$ cat config.mk
export PLATFORM = sky130hd
export DESIGN_NAME = matmul_sequencer
export DESIGN_NICKNAME = d
export VERILOG_FILES = /design/src/rtl/matmul_sequencer_pkg.sv /design/src/rtl/matmul_sequencer.sv
export SDC_FILE = /design/constraint.sdc
export NUM_CORES = 1
export LEC_CHECK = 0
export CORE_MARGIN = 1.5
export CORE_UTILIZATION = 39
export DETAILED_ROUTE_END_ITERATION = 7
export PLACE_DENSITY_LB_ADDON = 0.12
export SETUP_SLACK_MARGIN = 0.2
export SYNTH_ARGS = -nofsm -noshare
export SYNTH_HDL_FRONTEND = slang
export SYNTH_SLANG_ARGS = --single-unit
$ cat constraint.sdc
create_clock -name clk -period 1.45 [get_ports clk]
set_input_delay 0.2175 -clock clk [delete_from_list [all_inputs] [get_ports clk]]
set_output_delay 0.2175 -clock clk [all_outputs]
set_load 0.005 [all_outputs]
$ cat src/rtl/matmul_sequencer_pkg.sv
// Shared definitions for the 2x2 matrix-multiply sequencer: state encoding,
// operand/result index constants and element counts.
package matmul_sequencer_pkg;

   typedef enum logic [1:0] {
      LOAD    = 2'd0,
      SETTLE  = 2'd1,
      CAPTURE = 2'd2,
      WAIT    = 2'd3
   } state_t;

   localparam int N_ELEM = 8;
   localparam int N_RES  = 4;

   localparam logic [2:0] IDX_A00 = 3'd0;
   localparam logic [2:0] IDX_A01 = 3'd1;
   localparam logic [2:0] IDX_A10 = 3'd2;
   localparam logic [2:0] IDX_A11 = 3'd3;
   localparam logic [2:0] IDX_B00 = 3'd4;
   localparam logic [2:0] IDX_B01 = 3'd5;
   localparam logic [2:0] IDX_B10 = 3'd6;
   localparam logic [2:0] IDX_B11 = 3'd7;

   localparam logic [1:0] C00 = 2'd0;
   localparam logic [1:0] C01 = 2'd1;
   localparam logic [1:0] C10 = 2'd2;
   localparam logic [1:0] C11 = 2'd3;

   // True when the result index points at the final product of a job.
   function automatic logic is_last_res(input logic [1:0] idx);
      return (idx == C11);
   endfunction

endpackage

$ cat src/rtl/matmul_sequencer.sv
// Sequencer between the byte-stream IO glue and the 2x2 multiplier core.
// Loads eight operand bytes into the multiplier, lets the last write settle,
// then sweeps the four products out over a valid/ready handshake.
module matmul_sequencer
   import matmul_sequencer_pkg::*;
#(
   parameter int DATA_W = 8,
   parameter int RES_W  = 17
) (
   input  logic              clk,
   input  logic              reset,
   input  logic              clear,
   input  logic              in_valid,
   input  logic [DATA_W-1:0] in_data,
   output logic              in_ready,
   output logic [2:0]        mm_sel_in,
   output logic [DATA_W-1:0] mm_input_val,
   output logic              mm_execute,
   output logic [1:0]        mm_sel_out,
   input  logic [RES_W-1:0]  mm_result,
   output logic              out_valid,
   output logic [RES_W-1:0]  out_data,
   output logic              out_last,
   input  logic              out_ready,
   output logic              busy
);

   state_t     state_r;
   logic [2:0] count_r;
   logic [1:0] idx_r;
   logic       accept_s;

   // Bytes are only taken in LOAD and never while reset is held.
   assign in_ready = (state_r == LOAD) && !reset;

   // An abort in the same cycle wins over the input handshake.
   assign accept_s = in_valid && in_ready && !clear;

   // Main sequencer: load counter, settle cycle, capture/handshake of results.
   always_ff @(posedge clk or posedge reset) begin
      if (reset) begin
         state_r      <= LOAD;
         count_r      <= 3'd0;
         idx_r        <= 2'd0;
         mm_sel_in    <= 3'd0;
         mm_input_val <= '0;
         mm_execute   <= 1'b0;
         mm_sel_out   <= 2'd0;
         out_valid    <= 1'b0;
         out_data     <= '0;
         out_last     <= 1'b0;
         busy         <= 1'b0;
      end else if (clear) begin
         // Element select/value are held: rewriting the same element is harmless.
         state_r    <= LOAD;
         count_r    <= 3'd0;
         idx_r      <= 2'd0;
         out_valid  <= 1'b0;
         out_last   <= 1'b0;
         mm_execute <= 1'b0;
         busy       <= 1'b0;
      end else begin
         case (state_r)
            LOAD: begin
               if (accept_s) begin
                  mm_sel_in    <= count_r;
                  mm_input_val <= in_data;
                  count_r      <= count_r + 3'd1;
                  if (count_r == IDX_B11) begin
                     state_r <= SETTLE;
                     busy    <= 1'b1;
                  end
               end
            end
            SETTLE: begin
               // B11 is written by the multiplier on this edge.
               mm_execute <= 1'b1;
               mm_sel_out <= C00;
               state_r    <= CAPTURE;
            end
            CAPTURE: begin
               out_data  <= mm_result;
               out_valid <= 1'b1;
               out_last  <= is_last_res(idx_r);
               state_r   <= WAIT;
            end
            WAIT: begin
               if (out_ready) begin
                  out_valid <= 1'b0;
                  if (is_last_res(idx_r)) begin
                     out_last   <= 1'b0;
                     idx_r      <= 2'd0;
                     mm_sel_out <= C00;
                     mm_execute <= 1'b0;
                     state_r    <= LOAD;
                     busy       <= 1'b0;
                  end else begin
                     idx_r      <= idx_r + 2'd1;
                     mm_sel_out <= idx_r + 2'd1;
                     state_r    <= CAPTURE;
                  end
               end
            end
            default: begin
               state_r    <= LOAD;
               count_r    <= 3'd0;
               idx_r      <= 2'd0;
               out_valid  <= 1'b0;
               out_last   <= 1'b0;
               mm_execute <= 1'b0;
               busy       <= 1'b0;
            end
         endcase
      end
   end

endmodule
; Word-level counts from Yosys, hierarchy flattened
; Index checks and enable logic that the tools add are counted.
[op_classes]
n_eq_ne = 10
bitwise_logic = 1
add_sub_neg = 2
n_reduce_logical = 24
mux = 27
[ops]
columns = operator, n
row1 = two-way mux 2 bit, 9
row2 = AND reduction 3 bit, 5
row3 = nonzero test 2 bit, 5
row4 = two-way mux 1 bit, 9
row5 = two-way mux 3 bit, 3
row6 = inequality test 3 bit (second input constant), 3
row7 = nonzero test 3 bit, 3
row8 = case mux 1 bit (2 select lines), 4
row9 = case mux 2 bit (4 select lines), 1
row10 = AND reduction 2 bit, 4
row11 = equality test 2 bit (second input constant), 3
row12 = AND reduction 5 bit, 1
row13 = case mux 2 bit (2 select lines), 1
row14 = adder 3 x 1 -> 3 bit (second input constant), 1
row15 = equality test 3 bit (second input constant), 1
row16 = logical AND 1 bit, 3
row17 = inequality test 3 x 2 -> 1 bit (second input constant), 1
row18 = adder 2 x 1 -> 2 bit (second input constant), 1
row19 = equality test 2 x 1 -> 1 bit (second input constant), 1
row20 = zero test 1 bit, 2
row21 = zero test 2 bit, 1
row22 = inequality test 2 bit (second input constant), 1
row23 = NOT 1 bit, 1
[word_totals]
input_bits = 30
out_inout_bits = 35
word_cells = 75
register_bits = 41

; Logic depth before layout (Yosys ltp)
; Gate-level depths: netlist (run 1).
[depth]
word_depth = 7
ltp_mapped = 5

; Worst setup path after synthesis (run 1)
; No wires, ideal clock.
[synth_timing]
path_type = reg-to-reg
startpoint = register state_r[1]
endpoint = register mm_input_val[0]
stages_incl_launch_ff = 5
path_slack_ns = -0.108
setup_ns = 0.125
path_buffers = 1
t_arrival_ns = 1.433
path_cell_list = dfrtp_1 > nor4b_4 > and2b_1 > buf_6 > mux2_4
[synth_between]
elab_chain_len = 5
[synth_lines]
columns = item, line_no
row1 = start: declaration, matmul_sequencer.sv:28  ; state_t state_r;
row2 = start signal: assignment, matmul_sequencer.sv:42  ; state_r <= LOAD;
row3 = start signal: assignment, matmul_sequencer.sv:55  ; state_r <= LOAD;
row4 = start signal: assignment, matmul_sequencer.sv:70  ; state_r <= SETTLE;
row5 = zero test 2 bit (*), "matmul_sequencer.sv:34, matmul_sequencer.sv:63"
row6 = logical AND 1 bit, matmul_sequencer.sv:34  ; assign in_ready = (state_r == LOAD) && !reset;
row7 = logical AND 1 bit (2 in a row), matmul_sequencer.sv:37  ; assign accept_s = in_valid && in_ready && !clear;
row8 = AND reduction 3 bit (no line) (*), --
row9 = end signal: assignment, matmul_sequencer.sv:67  ; mm_input_val <= in_data;
row10 = end: declaration, matmul_sequencer.sv:17  ; output logic [DATA_W-1:0] mm_input_val,
; Mark *: on every way between the ends. The rest lies on a longest branch, timed or not.
; A chain may end at the register's enable or synchronous reset.

; Worst setup path after layout (run 1)
[layout_timing]
startpoint = register state_r[0]
endpoint = register mm_input_val[0]
; The elaborated chain is that of the path after synthesis.

==> run metrics, run 1 <==
CP endpoint kind flip-flop; Power Density 1040 mW/mm²; flop-to-flop setup slack -0.06 ns; maximum clock frequency 664 MHz; GRT Total Usage 0.175; Crit path required time 1.62 ns; Mapped Area 0.00174 mm²; vias in the first global route 1400; Worst VDD drop 580 µV; RSZ-0062 raised after global routing yes; async set or reset register ratio after synthesis 1.00; Pre-antenna DRT Iters 4; Core Util, Final 0.654; Layout Skew 0.00675 ns; Pleak 1.35 nW; Layout Cells excl Fill 272; DRC 0; CTS Hold Bufs 0; Flop pwr share 0.467; Die Area 0.00487 mm²; period utilization 1.04; H-tree depth 2; Sink Count 41; failing checks negative setup slack; GP Congestion 0.874; register bit total from synthesis 41; Core Box Area 0.00432 mm²; Syn. warnings 0; violation count after the first detailed-route iteration 56; CTS tree done; Combinational Power Share 0.214; critical path class flip-flop to flip-flop; Max Transition Viols Final 0; antenna violations before repair 0; Synth-to-Final Area Change 62.5%; gr ovfl total 0; min Tclk post-route 1.51 ns; syn avg cell area 14.0 µm²; dpl cells 250; CTS Buf Count 5; Post-Route WL 3950 µm; CP arrival 1.68 ns; Hold WC Path Type input port to asynchronous set/reset pin; CTS clk-pin slew, worst paths 0.08 ns; most frequent cells in the layout dfrtp_1 (39), dlygate4sd2_1 (35), clkdlybuf4s50_1 (27); Clk network pwr share 0.319; most common cell after layout, fill and taps aside dfrtp_1; switching power 647 µW; TNS Setup -0.506 ns; Antenna Violating Nets Remaining 0; Final WS setup -0.0567 ns; RR Startpoint state_r[0]$_DFFE_PP0P_; Crit Path Max Fanout 10; commonest register cell after synthesis dfrtp_1; pin count of the biggest net entering global routing 22; detailed-route vias per instance 4.83; chip height 69.8 µm; num ports 65; max_cap viols 0; register area share after synthesis 0.590; crit path from state_r[0]$_DFFE_PP0P_; Fin Hold WS 0.309 ns; Initial Util 0.402; # port buffers 64; layout cells sized above 1 0.386; Worst-Skew Late Latency 0.29 ns; Antenna diodes 0; first-pass GRT wire length 6780 µm; Power Internal 2.30 mW; Synth cell types 31; # setup viols final 11; Die Wd 69.8 µm; clk root buf clkbuf_8; Setup crit start kind flip-flop; status finished with violations; DR vias 1313; Switching Fraction 0.220; Synth Net Count 157; Fin. Hold Viols 0; dpl hpwl 2660 µm; worst rel slew slack 0.813; Rows 24; final instance area 0.00283 mm²; Cells after Synth 124; Final nets 252; layout filler cell count 355; Post-synth EDFFs 0; Worst-Margin Slew 0.278 ns; CTS Buffer Depth 2; drt wl/cell 14.5 µm; post-place instance area 0.00255 mm²
==> cell families after synthesis <==
| kind of cell | Yosys count | share of synthesized area |
|---|---|---|
| adders and majority gates | 3 | 0.0216 |
| DFF | 41 | 0.590 |
| buffers and inverters | 8 | 0.0266 |
| and+or+nand+nor | 26 | 0.0877 |
| muxes | 31 | 0.220 |
| xor gates and xnor gates | 1 | 0.00503 |
| AOI/OAI and AO/OA | 14 | 0.0496 |
==> worst max-delay path, cell delays in order (launching register included) <==
cell and delay (ns):
dfrtp_2 0.44, nor4b_4 0.27, and2b_2 0.22, buf_12 0.15
mux2_4 0.30
==> registers in the layout (all words and copies together) (netlist names) <==
register / count
busy: 1
count_r: 3
idx_r: 2
mm_execute: 1
mm_input_val: 8
mm_sel_in: 3
mm_sel_out: 2
out_data: 17
out_last: 1
out_valid: 1
state_r: 2
==> stage by stage <==
stage / total power [mW] / setup WS (ns)
floorplan: 1.63 / -0.0920
global placement: 2.08 / -0.340
detailed placement: 2.09 / -0.380
CTS: 2.98 / -0.0773
global route: 3.12 / -0.133
finish: 2.95 / -0.0567
==> layout make-up <==
type,instances,area (µm²),share of cell area
clock buffers,7,86.3,0.0305
well taps,52,65.1,0.0230
clock inverters,1,30.0,0.0106
repair buffers,93,848,0.300
flip-flops and latches,41,1030,0.364
multi-input cells,75,759,0.268
inverters,3,11.3,0.00398
==> Yosys cell counts, types with 2 or more instances <==
master / number / area [µm²]
mux2_4: 10 / 150
mux2i_1: 3 / 30.0
o21ai_0: 3 / 15.0
nor2_1: 8 / 30.0
nand2b_1: 2 / 12.5
buf_4: 2 / 15.0
inv_1: 3 / 11.3
nand2_1: 6 / 22.5
nand3_1: 2 / 10.0
mux2_2: 18 / 203
dfrtp_1: 41 / 1030
a21oi_1: 5 / 25.0
ha_1: 3 / 37.5
==> repair_timing <==
item | 4_1_cts | 5_1_grt
setup buffers | 10 | 4
pin swaps | 0 | 5
hold endpoints to repair | 0 | 0
endpoints found under the setup margin | 68 | 39
resized for setup | 48 | 18
==> metal layers <==
layer  track usage  routed length, µm
met4        0.0513                 26
met1         0.234               1770
met2         0.276               1950
met3        0.0523                212
met5             0                  0
==> final timing paths <==
path	end	cells past startpoint
hold reg to reg	out_data[16]$_DFFE_PP0P_	1
max in group asynchronous	out_data[0]$_DFFE_PP0P_	4
hold / removal	out_last$_DFFE_PP0P_	4
setup / recovery	mm_input_val[0]$_DFFE_PP0P_	4
setup reg to reg	mm_input_val[0]$_DFFE_PP0P_	4
min in group clk	busy$_DFFE_PP0P_	3
==> power by group through the flow <==
stage / clock network [mW] / registers (mW) / logic (mW)
2_1_floorplan: 0 / 1.42 / 0.212
3_3_place_gp: 0 / 1.40 / 0.674
3_5_place_dp: 0 / 1.41 / 0.687
4_1_cts: 0.968 / 1.38 / 0.638
5_1_grt: 1.03 / 1.40 / 0.686
6_report: 0.940 / 1.38 / 0.631
Power figures use the tool's default switching activity.
==> run 2: changes to the inputs <==
CTS_CLUSTER_SIZE = 24   (was not set)
==> results of run 2 <==
Final layout, timing and power as in run 1 (identical DEF).
